==> src/rtl/spi_slave_regs.sv <==
// spi_slave_regs: SPI responder with a small register file. Frames are 8 LSB-first address bits, idle gap, then data.
// Defining SPI_SLV_ERR_CNT_EN adds a saturating decode-error/abort counter on err_cnt_o.
module spi_slave_regs #(
    parameter int DATA_WIDTH  = 8,
    parameter int NUM_REGS    = 8,
    parameter int GAP_CYCLES  = 4,
    parameter int TAIL_CYCLES = 6
) (
    input  logic                           pclk_i,
    input  logic                           prst_i,
    input  logic                           sclk_i,
    input  logic                           ss_i,
    input  logic                           mosi_i,
    output logic                           miso_o,
    output logic [NUM_REGS*DATA_WIDTH-1:0] regs_o,
    output logic                           wr_pulse_o,
    output logic [2:0]                     wr_addr_o,
    output logic                           busy_o,
    output logic                           decode_err_o,
    output logic [7:0]                     err_cnt_o
);

    localparam logic [4:0] S_IDLE = 5'b00001;
    localparam logic [4:0] S_ADDR = 5'b00010;
    localparam logic [4:0] S_GAP  = 5'b00100;
    localparam logic [4:0] S_DATA = 5'b01000;
    localparam logic [4:0] S_TAIL = 5'b10000;

    localparam logic [7:0] ADDR_LAST = 8'd7;
    localparam logic [7:0] GAP_LAST  = 8'(GAP_CYCLES - 1);
    localparam logic [7:0] DATA_LAST = 8'(DATA_WIDTH - 1);
    localparam logic [7:0] TAIL_LAST = 8'(TAIL_CYCLES - 1);

    logic [2:0]            sclk_sync;
    logic [2:0]            ss_sync;
    logic [1:0]            mosi_sync;
    logic [4:0]            state;
    logic [7:0]            cnt;
    logic [7:0]            addr_q;
    logic [DATA_WIDTH-1:0] wdat_q;
    logic [DATA_WIDTH-1:0] shift_rd;
    logic [DATA_WIDTH-1:0] regs_q [NUM_REGS];

    logic                  fall;
    logic                  ss_fall;
    logic                  ss_rise;
    logic                  mosi_bit;
    logic [7:0]            addr_full;
    logic [DATA_WIDTH-1:0] wdat_full;
    logic                  addr_legal;
    logic                  dec_err_ev;

    // Stage [1] is the second synchroniser flop; stage [2] only serves edge detection.
    assign fall       = sclk_sync[2] & ~sclk_sync[1];
    assign ss_fall    = ss_sync[2] & ~ss_sync[1];
    assign ss_rise    = ~ss_sync[2] & ss_sync[1];
    assign mosi_bit   = mosi_sync[1];
    assign addr_full  = {mosi_bit, addr_q[7:1]};
    assign wdat_full  = {mosi_bit, wdat_q[DATA_WIDTH-1:1]};
    assign addr_legal = (addr_full[6:3] == 4'd0);
    assign dec_err_ev = (state == S_ADDR) && fall && (cnt == ADDR_LAST) && !addr_legal;
    assign busy_o     = (state != S_IDLE);

    always_comb begin
        regs_o = '0;
        for (int k = 0; k < NUM_REGS; k++) begin
            regs_o[k*DATA_WIDTH +: DATA_WIDTH] = regs_q[k];
        end
    end

    // NOTE: sequential state uses non-blocking assignments so every flop samples pre-edge values.
    always_ff @(posedge pclk_i or negedge prst_i) begin
        if (!prst_i) begin
            sclk_sync <= '0;
            ss_sync   <= '1;
            mosi_sync <= '0;
        end else begin
            sclk_sync <= {sclk_sync[1:0], sclk_i};
            ss_sync   <= {ss_sync[1:0], ss_i};
            mosi_sync <= {mosi_sync[0], mosi_i};
        end
    end

    // NOTE: the register file is small and flop-based, so it is cleared by reset like any other state.
    always_ff @(posedge pclk_i or negedge prst_i) begin
        if (!prst_i) begin
            state        <= S_IDLE;
            cnt          <= '0;
            addr_q       <= '0;
            wdat_q       <= '0;
            shift_rd     <= '0;
            miso_o       <= 1'b1;
            wr_pulse_o   <= 1'b0;
            wr_addr_o    <= '0;
            decode_err_o <= 1'b0;
            for (int k = 0; k < NUM_REGS; k++) regs_q[k] <= '0;
        end else begin
            wr_pulse_o   <= 1'b0;
            decode_err_o <= dec_err_ev;
            case (state)
                S_IDLE: begin
                    if (ss_fall) begin
                        state <= S_ADDR;
                        cnt   <= '0;
                    end
                end
                S_ADDR: begin
                    if (fall) begin
                        addr_q <= addr_full;
                        if (cnt == ADDR_LAST) begin
                            cnt      <= '0;
                            state    <= S_GAP;
                            shift_rd <= addr_legal ? regs_q[addr_full[2:0]] : '0;
                        end else begin
                            cnt <= cnt + 8'd1;
                        end
                    end
                end
                S_GAP: begin
                    if (fall) begin
                        if (cnt == GAP_LAST) begin
                            cnt   <= '0;
                            state <= S_DATA;
                            if (!addr_q[7]) miso_o <= shift_rd[0];
                        end else begin
                            cnt <= cnt + 8'd1;
                        end
                    end
                end
                S_DATA: begin
                    if (fall) begin
                        wdat_q <= wdat_full;
                        if (!addr_q[7]) begin
                            miso_o   <= (cnt == DATA_LAST) ? 1'b1 : shift_rd[1];
                            shift_rd <= {1'b1, shift_rd[DATA_WIDTH-1:1]};
                        end
                        if (cnt == DATA_LAST) begin
                            cnt   <= '0;
                            state <= S_TAIL;
                            if (addr_q[7] && (addr_q[6:3] == 4'd0)) begin
                                regs_q[addr_q[2:0]] <= wdat_full;
                                wr_pulse_o          <= 1'b1;
                                wr_addr_o           <= addr_q[2:0];
                            end
                        end else begin
                            cnt <= cnt + 8'd1;
                        end
                    end
                end
                S_TAIL: begin
                    if (fall) begin
                        if (cnt == TAIL_LAST) begin
                            cnt   <= '0;
                            state <= S_ADDR;
                        end else begin
                            cnt <= cnt + 8'd1;
                        end
                    end
                end
                default: state <= S_IDLE;
            endcase
            // Deselect wins over any sclk work in the same cycle; a commit above still lands.
            if (ss_rise && (state != S_IDLE)) begin
                state  <= S_IDLE;
                cnt    <= '0;
                miso_o <= 1'b1;
            end
        end
    end

`ifdef SPI_SLV_ERR_CNT_EN
    logic       abort_ev;
    logic [7:0] err_cnt_q;

    assign abort_ev = ss_rise && !((state == S_IDLE) || (state == S_TAIL) ||
                                   ((state == S_ADDR) && (cnt == 8'd0)));

    always_ff @(posedge pclk_i or negedge prst_i) begin
        if (!prst_i) begin
            err_cnt_q <= '0;
        end else if ((abort_ev || dec_err_ev) && (err_cnt_q != 8'hFF)) begin
            err_cnt_q <= err_cnt_q + 8'd1;
        end
    end

    assign err_cnt_o = err_cnt_q;
`else
    assign err_cnt_o = '0;
`endif

endmodule

==> config.mk <==
export PLATFORM = sky130hd
export DESIGN_NAME = spi_slave_regs
export DESIGN_NICKNAME = d
export VERILOG_FILES = /design/src/rtl/spi_slave_regs.sv
export SDC_FILE = /design/constraint.sdc
export NUM_CORES = 1
export LEC_CHECK = 0
export ABC_CLOCK_PERIOD_IN_PS = 3200
export CAP_MARGIN = 20
export CELL_PAD_IN_SITES_DETAIL_PLACEMENT = 0
export CELL_PAD_IN_SITES_GLOBAL_PLACEMENT = 1
export CORE_MARGIN = 2
export CORE_UTILIZATION = 45
export CTS_BUF_LIST = sky130_fd_sc_hd__clkbuf_8
export DETAILED_ROUTE_END_ITERATION = 12
export GPL_TIMING_DRIVEN = 0
export PLACE_DENSITY = 0.86
export SLEW_MARGIN = 20
export SYNTH_ARGS = -nofsm -noshare
export SYNTH_HDL_FRONTEND = slang
export SYNTH_SLANG_ARGS = --single-unit
==> constraint.sdc <==
create_clock -name pclk_i -period 3.2 [get_ports pclk_i]
set_clock_uncertainty 0.1 [all_clocks]
set_input_delay 0.48 -clock pclk_i [delete_from_list [all_inputs] [get_ports pclk_i]]
set_output_delay 0.48 -clock pclk_i [all_outputs]
set_load 0.02 [all_outputs]
# After elaboration in Yosys (flattened, before gate mapping)
# Index checks and enable logic that the tools add are counted.
word_totals:
  reg_bits: 115
  inputBits: 5
  output_inout_bits: 79
  wordCells: 121
op_classes:
  addsub: 1
  order_cmp: 3
  n_eq_ne: 25
  muxes: 44
  bitwise_logic: 8
  reduce_logical: 20
op_table:
  columns: ["operator", "count"]
  rows:
  - ["8-bit 2-to-1 mux", 16]
  - ["64-bit bitwise mux", 1]
  - ["5-bit 2-to-1 mux", 10]
  - ["8-bit one-hot mux with 4 select lines", 1]
  - ["3-bit != test, second input constant", 9]
  - ["5-bit one-hot mux with 5 select lines", 1]
  - ["8-bit binary-select mux with 3-bit select", 1]
  - ["8-bit demux with 3-bit select", 1]
  - ["8-bit by 3-bit == test with 1-bit output, second input constant", 2]
  - ["8-bit one-hot mux with 2 select lines", 1]
  - ["1-bit 2-to-1 mux", 11]
  - ["5-bit AND reduction", 2]
  - ["9-bit AND reduction", 1]
  - ["8-bit by 1-bit adder with 8-bit output, second input constant", 1]
  - ["8-bit by 2-bit == test with 1-bit output, second input constant", 1]
  - ["4-bit greater-or-equal comparator, second input constant", 2]
  - ["4-bit logical NOT", 2]
  - ["3-bit inverter with 4-bit output", 2]
  - ["1-bit logical AND", 6]
  - ["2-bit != test, second input constant", 3]
  - ["3-bit by 1-bit != test with 1-bit output, second input constant", 2]
  - ["6-bit AND reduction", 1]
  - ["5-bit by 1-bit == test with 1-bit output, second input constant", 1]
  - ["5-bit by 2-bit == test with 1-bit output, second input constant", 1]
  - ["other kinds (17)", 22]

# Logic depth before layout (Yosys ltp)
# Gate-level depths: netlist (run 1).
depth:
  ltp_word: 8
  ltp_mapped: 8
  depth_no_buf: 8

# Worst setup path before layout (run 1)
# No wires, ideal clock.
synth_timing:
  path_kind: "reg2reg"
  start: "register state[1]"
  end: "register state[2]"
  setup_ps: 125
  arrival_ps: 2157
  required_ps: 2975
  slack_ps: 818
  stages_incl_launch_ff: 8
  n_path_buf: 1
  synth_period_minus_slack_ps: 2382
  path_cell_list: "dfrtp_1 buf_6 or4b_1 or2_4 and2_4 o21ai_2 a21oi_2 mux2_4"
synth_via:
  elab_chain_len: 4
  elab_cells_between_ends: 19
  cone_classes: "15 x eq/ne; 2 x mux; 2 x reduce/logical"
synth_rtl:
  columns: ["item", "line", "text"]
  rows:
  - ["start: declaration", "37", "logic [4:0] state;"]
  - ["start signal: assignment", "87", "state <= S_IDLE;"]
  - ["start signal: assignment", "103", "state <= S_ADDR;"]
  - ["start signal: assignment", "112", "state <= S_GAP;"]
  - ["5-bit by 1-bit != test with 1-bit output", "163", "if (ss_rise && (state != S_IDLE)) begin"]
  - ["1-bit logical AND", "163", null]
  - ["3-bit != test (no source line) (tied with other cells)", null, null]
  - ["9-bit AND reduction (no source line)", null, null]
# Several ways; a longest one is shown, not always the timed one.
# A chain may end at the register's enable or synchronous reset.

# Final worst setup path (run 1)
layout_timing:
  start: "register sclk_sync[1]"
  end: "register regs_q, in the netlist regs_o[35]"
layout_via:
  elab_chain_len: 3
layout_rtl:
  columns: ["item", "line", "text"]
  rows:
  - ["start: declaration", "34", "logic [2:0] sclk_sync;"]
  - ["start signal: assignment", "78", "sclk_sync <= {sclk_sync[1:0], sclk_i};"]
  - ["1-bit inverter", "54", "assign fall = sclk_sync[2] & ~sclk_sync[1];"]
  - ["1-bit AND", "54", null]
  - ["4-bit AND reduction (no source line)", null, null]
  - ["end signal: indexed assignment", "141", "regs_q[addr_q[2:0]] <= wdat_full;"]
  - ["end: declaration", "42", "logic [DATA_WIDTH-1:0] regs_q [NUM_REGS];"]
# No other way between the ends.

==> results.md, run 1 <==
* Slew Viols, Final at 0
* Cell Area, Placed at 0.00636 mm²
* Antenna Nets Post-Route at 0
* First-pass GRT wire length at 20.2 mm
* RSZ-0062 raised after global routing: false
* Crit Path Max Fanout at 9
* Ant diodes at 0
* Complex-gate fraction of the synthesized area at 5.84%
* Fin crit period at 3.04 ns
* Die width at 113 µm
* Via count at 3620
* Mapped Cells at 404
* CTS root buf: clkbuf_8
* Final period utilization at 95.0%
* Buffers on Ports at 75
* Vias in the first global route at 3744
* Synth Area in XOR/XNOR at 0.163%
* Fin. Hold Viols at 0
* Peak supply drop at 0.399 mV
* Flops & latches, synth at 114
* Critical path class: reg -> reg
* Fin area at 0.00674 mm²
* Max Fclk at 329 MHz
* Largest net degree at the start of global routing at 84
* Area grow syn2layout at 25.4%
* CP arrival at 3.25 ns
* Initial DRC Count at 239
* Post-Synth Adder-Cell Area at 0.466%
* Drt drc at 0
* Synthesized-area fraction occupied by and/or/nand/nor cells at 10.9%
* Required @ worst endpoint at 3.41 ns
* Initial Utilization at 46.7%
* Asr flop ratio synth at 100%
* Main synth FF type: dfrtp_1
* Ys Warns at 0
* I/O Pins at 84
* Worst-Margin Slew at 0.792 ns
* Cell Pwr Density at 486 mW/mm²
* Unique masters post-synth at 61
* Final std cells w/o fill at 661
* Num Clock Sinks at 114
* Worst relative slew slack at 47.2%
* Worst setup EP type: flop
* Startpoint types: flop
* CTS Buf Count at 17
* Clock latency on the worst-skew pair at 0.43 ns
* Status: complete, no violations
* Main combinational cell family by area after synthesis: multiplexers
* Syn_area_per_cell at 13.3 µm²
* Finish-stage setup viols at 0
* Most Crowded Layer GR: met2
* Leakage at 3.06 nW
* GRT met2 Usage at 34.6%
* Post-Synthesis Cell Area at 0.00537 mm²
* Routing usage on met1 at 25.9%
* Share of post-route cells with drive strength above 1 at 31.9%
* Total grt overflow at 0
* Drt pass-1 iters at 4
* Sequential area share after synthesis at 53.2%
* Detail-routed via count per cell at 5.48
* Htree depth at 4
* RePlAce Congestion at 0.853
* Initial antenna violation count at 0
* EDFF count, synth at 0
* Core Rows at 39
* Die area at 0.0128 mm²
* Total global-route track usage at 20.9%
* Core ar. at 0.0115 mm²
* Clock transition at path regs at 0.07 ns
* HPWL Detailed at 8.37 mm
* Detailed Route WL at 12.5 mm
* GR met3 Demand/Resource at 8.46%
* Max-cap violations at 0
* CTS tree: yes
* Mux share of post-synthesis cell area at 26.1%
* Final Net Count at 514
* Worst hold path class: reg -> reg
* PostCTS Resize Cnt at 0
* Placed Cells at 630
* Die boundary height at 113 µm
* Clock buffer depth at 2
* DR WL/cell at 18.8 µm
==> final timing paths <==
kind | start | end | slack [ns] | depth (start not counted)
min reg2reg | sclk_sync[0] | sclk_sync[1] | 0.25 | 0
max reg2reg | sclk_sync[1] | regs_o[35] | 0.16 | 5
min in group asynchronous | prst_i | cnt[3] | 0.41 | 2
max | sclk_sync[1] | regs_o[35] | 0.16 | 5
min | sclk_sync[0] | sclk_sync[1] | 0.25 | 0
max in group asynchronous | prst_i | miso_o | 1.88 | 3
==> critical path, cell delays in order, from the launching register on <==
cell      delay [ns]
dfrtp_1         0.39
nor2b_1         0.35
nand4_2         0.48
nor4_2          0.55
nand3b_1        0.59
mux2_2          0.47
==> cells in the mapped netlist, drive strengths merged (5+ instances only) <==
library cell    n  area [µm²]
dfrtp         109        2730
mux2           84         953
nor2           25        98.8
a21oi          19        98.9
buf            19         119
nand2          19        78.8
mux4           16         360
mux2i           9        90.1
nand3           9        45.0
nor3            9        67.6
o21ai           9        48.8
clkbuf          8        30.0
inv             7        26.3
nor2b           6        37.5
dfstp           5         131
==> power by group <==
group          internal, mW  leakage (nW)  switching (mW)
registers              1.49          1.56          0.0442
clock network         0.693         0.190           0.573
logic                 0.190          1.31           0.283
total                  2.37          3.06           0.900
==> cell families after synthesis <==
group / count (synthesis)
AOI/OAI and AO/OA: 47
xor gates and xnor gates: 1
adders and majority gates: 2
buffers and inverters: 34
DFF: 114
muxes: 109
other: 1
and+or+nand+nor: 96
==> layout by cell type (no fill, tap or decap), types with 7 or more instances in the layout <==
master,n
inv_1,10
clkbuf_1,8
mux2i_1,9
dfrtp_1,109
nor3_1,7
nand2_1,18
nor2_1,23
buf_4,8
a21oi_1,18
buf_1,7
clkbuf_8,18
conb_1,8
mux4_2,16
clkdlybuf4s50_1,74
mux2_2,78
nand3_1,9
==> metrics by stage <==
step / util (%) / power (mW) / TNS, ns / hold WS (ns) / worst slack [ns]
floorplan: - / 1.90 / 0 / 0.0844 / 0.818
global placement: 55.0 / 2.02 / -303.55 / 0.232 / -2.73
detailed placement: 55.2 / 2.03 / 0 / 0.236 / 0.155
CTS: 58.5 / 3.31 / 0 / 0.251 / 0.129
global route: 58.5 / 3.44 / 0 / 0.257 / 0.0429
finish: 58.5 / 3.27 / 0 / 0.250 / 0.159
==> final cells by class <==
class	instances	area [µm²]
flip-flops and latches	114	2860
clock buffers	18	248
fillers	954	4780
multi-input cells	263	2370
inverters	7	26.3
well taps	143	179
clock inverters	12	121
plain buffers	27	149
repair buffers	77	790
==> registers in the layout, indices dropped and copies added, names as in the netlist, 5 cells and up <==
register	flops
regs_o	64
addr_q	8
cnt	8
shift_rd	8
wdat_q	7
state	5
==> per-layer routing <==
metal  part of all wire, %  routed length (µm)
met5                     0                   0
met4                  0.79                  99
met3                   7.0                 873
met2                    51                6320
met1                    41                5170
==> timing repair <==
action / CTS / global route
hold buffers: 1 / 0
setup buffers: 0 / 0
hold endpoints to repair: 27 / 0
Note: power is estimated with default switching activity, not from simulation.
==> inputs of run 2 (changes only) <==
--- a/config.mk
+++ b/config.mk
@@ -13,8 +13,10 @@
 export CORE_UTILIZATION = 45
 export CTS_BUF_LIST = sky130_fd_sc_hd__clkbuf_8
 export DETAILED_ROUTE_END_ITERATION = 12
+export GPL_ROUTABILITY_DRIVEN = 0
 export GPL_TIMING_DRIVEN = 0
 export PLACE_DENSITY = 0.86
+export SKIP_LAST_GASP = 1
 export SLEW_MARGIN = 20
 export SYNTH_ARGS = -nofsm -noshare
 export SYNTH_HDL_FRONTEND = slang
==> results of run 2 <==
The final DEF is identical to that of run 1; final timing and power are the same.
